$ cat src/rtl/dram_arb_pkg.sv
// rtl/dram_arb_pkg.sv - states, AXI constants and helpers shared by the DRAM request arbiter
package dram_arb_pkg;

   localparam int N_REQ = 2;

   localparam logic [1:0] AXI_BURST_INCR  = 2'b01;
   localparam logic [2:0] AXI_SIZE_4B     = 3'b010;
   localparam logic [1:0] AXI_RESP_OKAY   = 2'b00;
   localparam logic [1:0] AXI_RESP_SLVERR = 2'b10;

   typedef enum logic [2:0] {IDLE, ADDR, WDATA, WRESP, RDATA} state_t;

   function automatic logic [N_REQ-1:0] onehot(input logic idx);
      logic [N_REQ-1:0] v;
      v = '0;
      v[idx] = 1'b1;
      return v;
   endfunction

endpackage

$ cat src/rtl/rr_arb2.sv
// rtl/rr_arb2.sv - two-way round-robin grant select, purely combinational
module rr_arb2 (
   input  logic [1:0] req,
   input  logic       last_grant,
   output logic       grant,
   output logic       any_req
);

   assign any_req = |req;
   // A lone requester wins outright; a tie goes to whoever was not served last.
   assign grant   = (req == 2'b11) ? ~last_grant : req[1];

endmodule

$ cat src/rtl/dram_req_arbiter.sv
// rtl/dram_req_arbiter.sv - two-requester round-robin arbiter driving single AXI bursts to the DRAM wrapper
module dram_req_arbiter
   import dram_arb_pkg::*;
#(
   parameter int ADDR_W = 32,
   parameter int DATA_W = 32,
   parameter int LEN_W  = 4,
   parameter int ID_W   = 8
) (
   input  logic                             ACLK,
   input  logic                             ARESETn,
   input  logic [N_REQ-1:0]                 m_req_valid,
   input  logic [N_REQ-1:0]                 m_req_write,
   input  logic [N_REQ-1:0][ADDR_W-1:0]     m_req_addr,
   input  logic [N_REQ-1:0][LEN_W-1:0]      m_req_len,
   output logic [N_REQ-1:0]                 m_req_ready,
   input  logic [N_REQ-1:0][DATA_W-1:0]     m_wdata,
   input  logic [N_REQ-1:0][DATA_W/8-1:0]   m_wstrb,
   input  logic [N_REQ-1:0]                 m_wvalid,
   output logic [N_REQ-1:0]                 m_wready,
   output logic [DATA_W-1:0]                m_rdata,
   output logic [N_REQ-1:0]                 m_rvalid,
   output logic                             m_rlast,
   output logic [N_REQ-1:0]                 m_done,
   output logic [1:0]                       m_resp,
   output logic [ID_W-1:0]                  AWID_M,
   output logic [ADDR_W-1:0]                AWADDR_M,
   output logic [LEN_W-1:0]                 AWLEN_M,
   output logic [2:0]                       AWSIZE_M,
   output logic [1:0]                       AWBURST_M,
   output logic                             AWVALID_M,
   input  logic                             AWREADY_M,
   output logic [ID_W-1:0]                  ARID_M,
   output logic [ADDR_W-1:0]                ARADDR_M,
   output logic [LEN_W-1:0]                 ARLEN_M,
   output logic [2:0]                       ARSIZE_M,
   output logic [1:0]                       ARBURST_M,
   output logic                             ARVALID_M,
   input  logic                             ARREADY_M,
   output logic [DATA_W-1:0]                WDATA_M,
   output logic [DATA_W/8-1:0]              WSTRB_M,
   output logic                             WLAST_M,
   output logic                             WVALID_M,
   input  logic                             WREADY_M,
   input  logic [ID_W-1:0]                  BID_M,
   input  logic [1:0]                       BRESP_M,
   input  logic                             BVALID_M,
   output logic                             BREADY_M,
   input  logic [ID_W-1:0]                  RID_M,
   input  logic [DATA_W-1:0]                RDATA_M,
   input  logic [1:0]                       RRESP_M,
   input  logic                             RLAST_M,
   input  logic                             RVALID_M,
   output logic                             RREADY_M
);

   state_t              state;
   logic                last_grant;
   logic                gnt;
   logic                write_q;
   logic [ADDR_W-1:0]   addr_q;
   logic [LEN_W-1:0]    len_q;
   logic [LEN_W-1:0]    beat_cnt;
   logic                awvalid;
   logic                arvalid;
   logic                rd_err;
   logic [N_REQ-1:0]    done;
   logic [1:0]          resp;
   logic [ID_W-1:0]     id_q;
   logic                arb_grant;
   logic                any_req;

   rr_arb2 u_rr_arb2 (
      .req        (m_req_valid),
      .last_grant (last_grant),
      .grant      (arb_grant),
      .any_req    (any_req)
   );

   assign id_q = {{(ID_W-1){1'b0}}, gnt};

   always_ff @(posedge ACLK) begin
      if (!ARESETn) begin
         state      <= IDLE;
         last_grant <= 1'b1;
         gnt        <= 1'b0;
         write_q    <= 1'b0;
         addr_q     <= '0;
         len_q      <= '0;
         beat_cnt   <= '0;
         awvalid    <= 1'b0;
         arvalid    <= 1'b0;
         rd_err     <= 1'b0;
         done       <= '0;
         resp       <= AXI_RESP_OKAY;
      end else begin
         done <= '0;
         case (state)
            IDLE: begin
               beat_cnt <= '0;
               rd_err   <= 1'b0;
               if (any_req) begin
                  gnt     <= arb_grant;
                  write_q <= m_req_write[arb_grant];
                  addr_q  <= m_req_addr[arb_grant];
                  len_q   <= m_req_len[arb_grant];
                  awvalid <= m_req_write[arb_grant];
                  arvalid <= ~m_req_write[arb_grant];
                  state   <= ADDR;
               end
            end
            ADDR: begin
               if ((awvalid && AWREADY_M) || (arvalid && ARREADY_M)) begin
                  awvalid <= 1'b0;
                  arvalid <= 1'b0;
                  state   <= write_q ? WDATA : RDATA;
               end
            end
            WDATA: begin
               if (WVALID_M && WREADY_M) begin
                  beat_cnt <= beat_cnt + 1'b1;
                  if (beat_cnt == len_q)
                     state <= WRESP;
               end
            end
            WRESP: begin
               if (BVALID_M) begin
                  done[gnt]  <= 1'b1;
                  resp       <= (BID_M != id_q) ? AXI_RESP_SLVERR : BRESP_M;
                  last_grant <= gnt;
                  state      <= IDLE;
               end
            end
            RDATA: begin
               if (RVALID_M) begin
                  beat_cnt <= beat_cnt + 1'b1;
                  if (RID_M != id_q)
                     rd_err <= 1'b1;
                  // A wrong ID on any beat, or RLAST at the wrong count, poisons the whole burst.
                  if (RLAST_M) begin
                     done[gnt]  <= 1'b1;
                     resp       <= (rd_err || (RID_M != id_q) || (beat_cnt != len_q))
                                   ? AXI_RESP_SLVERR : RRESP_M;
                     last_grant <= gnt;
                     state      <= IDLE;
                  end
               end
            end
            default: state <= IDLE;
         endcase
      end
   end

   assign m_req_ready = (ARESETn && state == IDLE && any_req) ? onehot(arb_grant) : '0;

   assign AWID_M    = id_q;
   assign AWADDR_M  = addr_q;
   assign AWLEN_M   = len_q;
   assign AWSIZE_M  = AXI_SIZE_4B;
   assign AWBURST_M = AXI_BURST_INCR;
   assign AWVALID_M = awvalid;
   assign ARID_M    = id_q;
   assign ARADDR_M  = addr_q;
   assign ARLEN_M   = len_q;
   assign ARSIZE_M  = AXI_SIZE_4B;
   assign ARBURST_M = AXI_BURST_INCR;
   assign ARVALID_M = arvalid;

   assign WDATA_M   = m_wdata[gnt];
   assign WSTRB_M   = m_wstrb[gnt];
   assign WVALID_M  = (state == WDATA) && m_wvalid[gnt];
   assign WLAST_M   = (state == WDATA) && (beat_cnt == len_q);
   assign m_wready  = (state == WDATA && WREADY_M) ? onehot(gnt) : '0;

   assign BREADY_M  = (state == WRESP);
   assign RREADY_M  = (state == RDATA);
   assign m_rdata   = RDATA_M;
   assign m_rlast   = (state == RDATA) && RLAST_M;
   assign m_rvalid  = (state == RDATA && RVALID_M) ? onehot(gnt) : '0;

   assign m_done    = done;
   assign m_resp    = resp;

endmodule

$ cat config.mk
export PLATFORM = sky130hd
export DESIGN_NAME = dram_req_arbiter
export DESIGN_NICKNAME = d
export VERILOG_FILES = /design/src/rtl/dram_arb_pkg.sv /design/src/rtl/rr_arb2.sv /design/src/rtl/dram_req_arbiter.sv
export SDC_FILE = /design/constraint.sdc
export NUM_CORES = 1
export LEC_CHECK = 0
export CAP_MARGIN = 5
export CORE_AREA = 8 8 148 150
export CTS_CLUSTER_SIZE = 30
export DETAILED_ROUTE_END_ITERATION = 8
export DIE_AREA = 0 0 156 158
export PLACE_DENSITY_LB_ADDON = 0.05
export SLEW_MARGIN = 20
export SYNTH_ARGS = -nofsm -noshare
export SYNTH_HDL_FRONTEND = slang
export SYNTH_SLANG_ARGS = --single-unit
$ cat constraint.sdc
create_clock -name ACLK -period 2.95 [get_ports ACLK]
set_input_delay 0.885 -clock ACLK [delete_from_list [all_inputs] [get_ports ACLK]]
set_output_delay 0.885 -clock ACLK [all_outputs]
set_load 0.02 [all_outputs]
==> impl_metrics.ini, run 1 <==
[routing]
first_pass_iters = 4
drc = 0
drt_iter0_markers = 76
wl_per_cell_um = 18.6
ant_nets = 0
num_vias = 3680
drt_wl_total_mm = 17.1
viasPerCell = 4.00

[sta]
rsz0062_at_grt = no
skew_ns = 0.00566
min_period_ns = 2.87
timing.final.crit_share_pct = 97.3
setup_viol = 0
slew_viol_final = 0
tightest_slew_ns = 0.653
finalHoldViolations = 0
relSlewSlack_pct = 55.3
fin_setup_tns_ns = 0
fmax_ghz = 0.348

[synth]
async_reset_ff_share_pct = 0
syn_inst = 411
synth-seq-cells = 53
synth_area_leader_cell = dfxtp_1
synth_warnings = 0
syn-cell-area_mm2 = 0.00380
ys_types = 47
synth_flop_cell = dfxtp_1
syn_area_per_cell_um2 = 9.24
synth_edf_count = 0
synth_top_cell_area_share_pct = 27.9
yosysSeqAreaShare_pct = 27.9
synthTopCellsByArea = dfxtp_1, buf_4, mux2_2

[die]
core_region_area_mm2 = 0.0197
initial_core_util_pct = 19.3
die_height_um = 158
io_pins = 393
die_w_um = 156
rows = 52
dieArea_mm2 = 0.0246

[global_route]
grt_antenna_before_repair = 3
grt_pass1_vias = 4059
overflow = 0
grt_max_degree = 63
grt_use_met1_pct = 12.2
grt_use_total_pct = 13.0
use_met2_pct = 24.6
met3_usage_pct = 5.24
grt_pass1_wl_mm = 24.2
top_usage_layer = met2

[clock_tree]
cts_max_path_buffers = 2
cts_tree = done
cts_buffers = 5
numClockSinks = 53
cts-htree-levels = 2
hold_buffers = 0
insertion_delay_ns = 0.30
clock_tree.root_cell = clkbuf_16
cts.clk_slew.worst_paths_ns = 0.07

[power_and_ir_drop]
p_per_area_mw_per_mm2 = 393
leakage_nw = 2.91
peakVddDrop_uv = 157

[setup_path]
crit_type = in2out
critPathRequiredTime_ns = 2.07
cp-end-kind = output pin
arrival_ns = 1.98
crit_slowest_cell = clkdlybuf4s50_1
start_kind = input pin
cpPeakStageDelay_ns = 0.50
crit_fanout = 4
cp_cell_sequence = clkdlybuf4s50_1, a21boi_4, and3_1, buf_2
path_delay_family = buffers and inverters
critPathBufInv = 2

[flow_run]
maxCapViolCount = 0

[layout]
final_area_mm2 = 0.00669
final_common_cell = clkdlybuf4s50_1
fin_cells = 919
nets = 857
drive_above_1_share_pct = 12.8
area_delta_synth_final_pct = 76.1
final_cell_mix = clkdlybuf4s50_1, dfxtp_1, nand2_1

[placed_design]
placedCellCount = 909
placed_cell_area_mm2 = 0.00660
portBuffers = 304
dpl.hpwl_mm = 14.3
gp_congestion = 0.739

[min_path]
hp-class = reg2reg

[outcome]
status = finished, final reports clean
## layer usage
metal	wire (um)	share of wire, %	vias to the layer above
li1	-	-	1800
met1	5940	35	1687
met2	9000	53	159
met3	1700	10	32
met4	446	2.6	2
met5	9	0.053	-
## what timing repair did
item / in CTS / in global routing
setup buffers: 0 / 0
pin swaps: 0 / 0
gates cloned: 0 / 0
gates resized for setup: 49 / 1
setup endpoints to repair: 39 / 1
## kinds of logic (layout without fill, tap and decap cells)
family	Yosys count	in the layout	share of synthesized area, %
buffers and inverters	122	336	22.0
AND/OR/NAND/NOR	87	87	11.7
multiplexers	77	77	21.5
AO/OA/AOI/OAI	62	62	14.6
flip-flops	53	53	27.9
XOR/XNOR	7	7	1.61
other	2	26	0.198
adder cells (fa/ha/maj)	1	1	0.329
## synth_stat cells, drive strengths merged, types with 2 or more instances
master  instances
buf           114
dfxtp          53
nand2          40
mux2i          39
mux2           38
o211a          36
nor2            9
and3            6
xor2            6
clkbuf          5
nor3            5
o21ai           5
a21boi          4
a21oi           4
nand3           4
inv             3
nor2b           3
nor3b           3
nor4            3
o21a            3
a31oi           2
a32oi           2
conb            2
nand2b          2
nand4           2
or3             2
## worst paths after layout
kind	slack, ns	endpoint	from	cells past startpoint
setup / recovery	0.08	m_req_ready[1]	m_req_valid[1]	4
hold / removal	0.49	rd_err	rd_err	2
setup reg to reg	0.99	m_resp[1]	state[2]	6
hold reg to reg	0.49	rd_err	rd_err	2
## worst reg2reg max path: cells and delay by family, from the launching register on
family                 cells  cell delay (ns)
AND/OR/NAND/NOR            2             0.84
flip-flops                 1             0.35
buffers and inverters      2             0.35
AO/OA/AOI/OAI              2             0.31
## registers in the layout, summed over array words and instances, names as in the netlist
signal      count
ARADDR_M       32
ARLEN_M         4
ARVALID_M       1
AWVALID_M       1
beat_cnt        4
gnt             1
last_grant      1
m_done          2
m_resp          2
rd_err          1
state           3
write_q         1
## through the flow
stage	power (W)	hold WS, ns	util [%]	worst slack [ns]
2_1_floorplan	0.00158	0.438	-	0.0752
3_3_place_gp	0.00209	0.462	33.5	-0.392
3_5_place_dp	0.00209	0.476	33.5	-0.386
4_1_cts	0.00269	0.495	33.9	0.0108
5_1_grt	0.00280	0.534	33.9	0.0279
6_report	0.00262	0.488	33.9	0.0804
## report_power, final
group          internal, W  switching [W]  total [W]  leakage [nW]
Sequential        0.000791      0.0000697   0.000860         0.438
Combinational     0.000625       0.000541    0.00117          2.41
Clock             0.000316       0.000282   0.000598        0.0631
## area by class of cell
| type | count | area (um2) |
|---|---|---|
| Clock buffer | 6 | 129 |
| Clock inverter | 2 | 15.0 |
| Timing Repair Buffer | 325 | 3130 |
| Antenna cell | 2 | 5.00 |
| Sequential cell | 53 | 1060 |
| Tap cell | 270 | 338 |
| Multi-Input combinational cell | 258 | 2000 |
| Inverter | 3 | 11.3 |
| Fill cell | 2066 | 13000 |
Power figures use the tool's default switching activity.
==> run 2, diff against run 1 <==
- PLACE_DENSITY: unset -> 0.59
- PLACE_DENSITY_LB_ADDON: 0.05 -> unset
- SLEW_MARGIN: 20 -> 10
==> run 2 against run 1 <==
Compared with the run above:
- routed wire length fell by 8.5%
- core utilization grew 0.13 points
- power grew 0.89%
- register-to-register slack better by 0.02 ns
- global-route usage down 1.1 points
- final cell count down 0.44%
- worst setup slack gained 0.019 ns
- final area grew 0.39%
- flip-flop and latch count unchanged
- clock power increased by 3%
- critical endpoint is now m_wready[0]
- highest routed layer is now met4
==> impl_metrics.ini, run 2 (synthesis gave the netlist of run 1 again) <==
[die]
rows = 52
die_w_um = 156
core_region_area_mm2 = 0.0197
dieArea_mm2 = 0.0246
die_height_um = 158
initial_core_util_pct = 19.3
io_pins = 393

[setup_path]
critPathRequiredTime_ns = 2.07
cp-end-kind = output pin
arrival_ns = 1.97
start_kind = input pin
crit_type = in2out
crit_fanout = 2

[placed_design]
gp_congestion = 0.791
dpl.hpwl_mm = 12.7
pre_cts_ws_ns = -0.526
portBuffers = 304
placed_cell_area_mm2 = 0.00660

[routing]
num_vias = 3625
viasPerCell = 3.96
wl_per_cell_um = 17.1
ant_nets = 0
drt_iter0_markers = 101
drc = 0
first_pass_iters = 4
drt_wl_total_mm = 15.7

[sta]
skew_ns = 0.00793
setup_slack_ns = 0.0994
min_period_ns = 2.85
rsz0062_at_grt = no
fmax_ghz = 0.351
timing.final.crit_share_pct = 96.6
slew_viol_final = 0
setup_viol = 0
fin_setup_tns_ns = 0
finalHoldViolations = 0
tightest_slew_ns = 0.807
relSlewSlack_pct = 46.2
hold_slack_ns = 0.479

[layout]
final_util_pct = 34.1
antennaDiodeCount = 0
final_area_mm2 = 0.00671
area_delta_synth_final_pct = 76.8
largest_reg_flops = 32
fillers = 2064
drive_above_1_share_pct = 13.0
final_cell_mix = clkdlybuf4s50_1, dfxtp_1, nand2_1
multi_input_area_mm2 = 0.00201
final_common_cell = clkdlybuf4s50_1
ff_latch_area_mm2 = 0.00106
nets = 855

[clock_tree]
cts_buffers = 5
post_cts_buffers = 0
cts_tree = done
hold_buffers = 0
numClockSinks = 53
cts-htree-levels = 2
cts.clk_slew.worst_paths_ns = 0.07
clock_tree.root_cell = clkbuf_16
insertion_delay_ns = 0.30
cts_max_path_buffers = 2

[global_route]
grt_use_total_pct = 11.8
grt_antenna_before_repair = 0
grt_max_degree = 79
grt_pass1_wl_mm = 22.5
grt_pass1_vias = 3847
overflow = 0

[power_and_ir_drop]
peakVddDrop_uv = 205
p_per_area_mw_per_mm2 = 394
leakage_nw = 2.92

[flow_run]
maxCapViolCount = 0

[outcome]
status = finished, final reports clean

[min_path]
hp-class = reg2reg
## run 2: cell type report
type	instances	area share, %
clock inverter	2	0.205
tap	270	5.03
multi-input combinational	258	29.9
inverter	3	0.168
sequential	53	15.8
timing repair buffer	323	46.8
clock buffer	6	2.07
## run 2: where the power goes
| group | internal, W | leakage, nW | total [W] | switching [W] |
|---|---|---|---|---|
| registers | 0.000791 | 0.438 | 0.000857 | 0.0000666 |
| clock network | 0.000339 | 0.0768 | 0.000616 | 0.000277 |
| logic | 0.000632 | 2.40 | 0.00118 | 0.000543 |
| total | 0.00176 | 2.92 | 0.00265 | 0.000887 |
## run 2: timing repair
| item | in CTS | in global routing |
|---|---|---|
| setup endpoints to repair | 39 | 5 |
| pin swaps | 0 | 1 |
| gates resized for setup | 44 | 5 |
## run 2: metal layers
layer / share of wire [%] / GRT usage [%] / wire, um
met2: 50 / 20.8 / 7880
met4: 2.3 / 4.48 / 367
met1: 41 / 13.8 / 6380
met3: 6.5 / 2.78 / 1020
met5: 0 / 0 / 0
## run 2: final timing paths
kind / to / slack, ns / startpoint / cells past startpoint
worst max-delay path: m_wready[0] / 0.1 / WREADY_M / 4
worst min-delay path: rd_err / 0.48 / rd_err / 2
worst max register to register: AWVALID_M / 1.01 / last_grant / 7
worst min register to register: rd_err / 0.48 / rd_err / 2
## run 2: critical path, cell delays in order
cell             delay, ns
clkdlybuf4s50_1       0.48
nand3_1               0.14
nor2_1                0.11
dlygate4sd2_1         0.34
## run 2: stage by stage
step	total power, W	std cells
CTS	0.00270	915
floorplan	0.00158	433
finish	0.00265	915
global placement	0.00208	907
global route	0.00281	915
detailed placement	0.00208	907
==> run 3, diff against run 2 <==
- SLEW_MARGIN: 10 -> 15
==> results of run 3 <==
Final layout, timing and power as in run 2 (identical DEF).
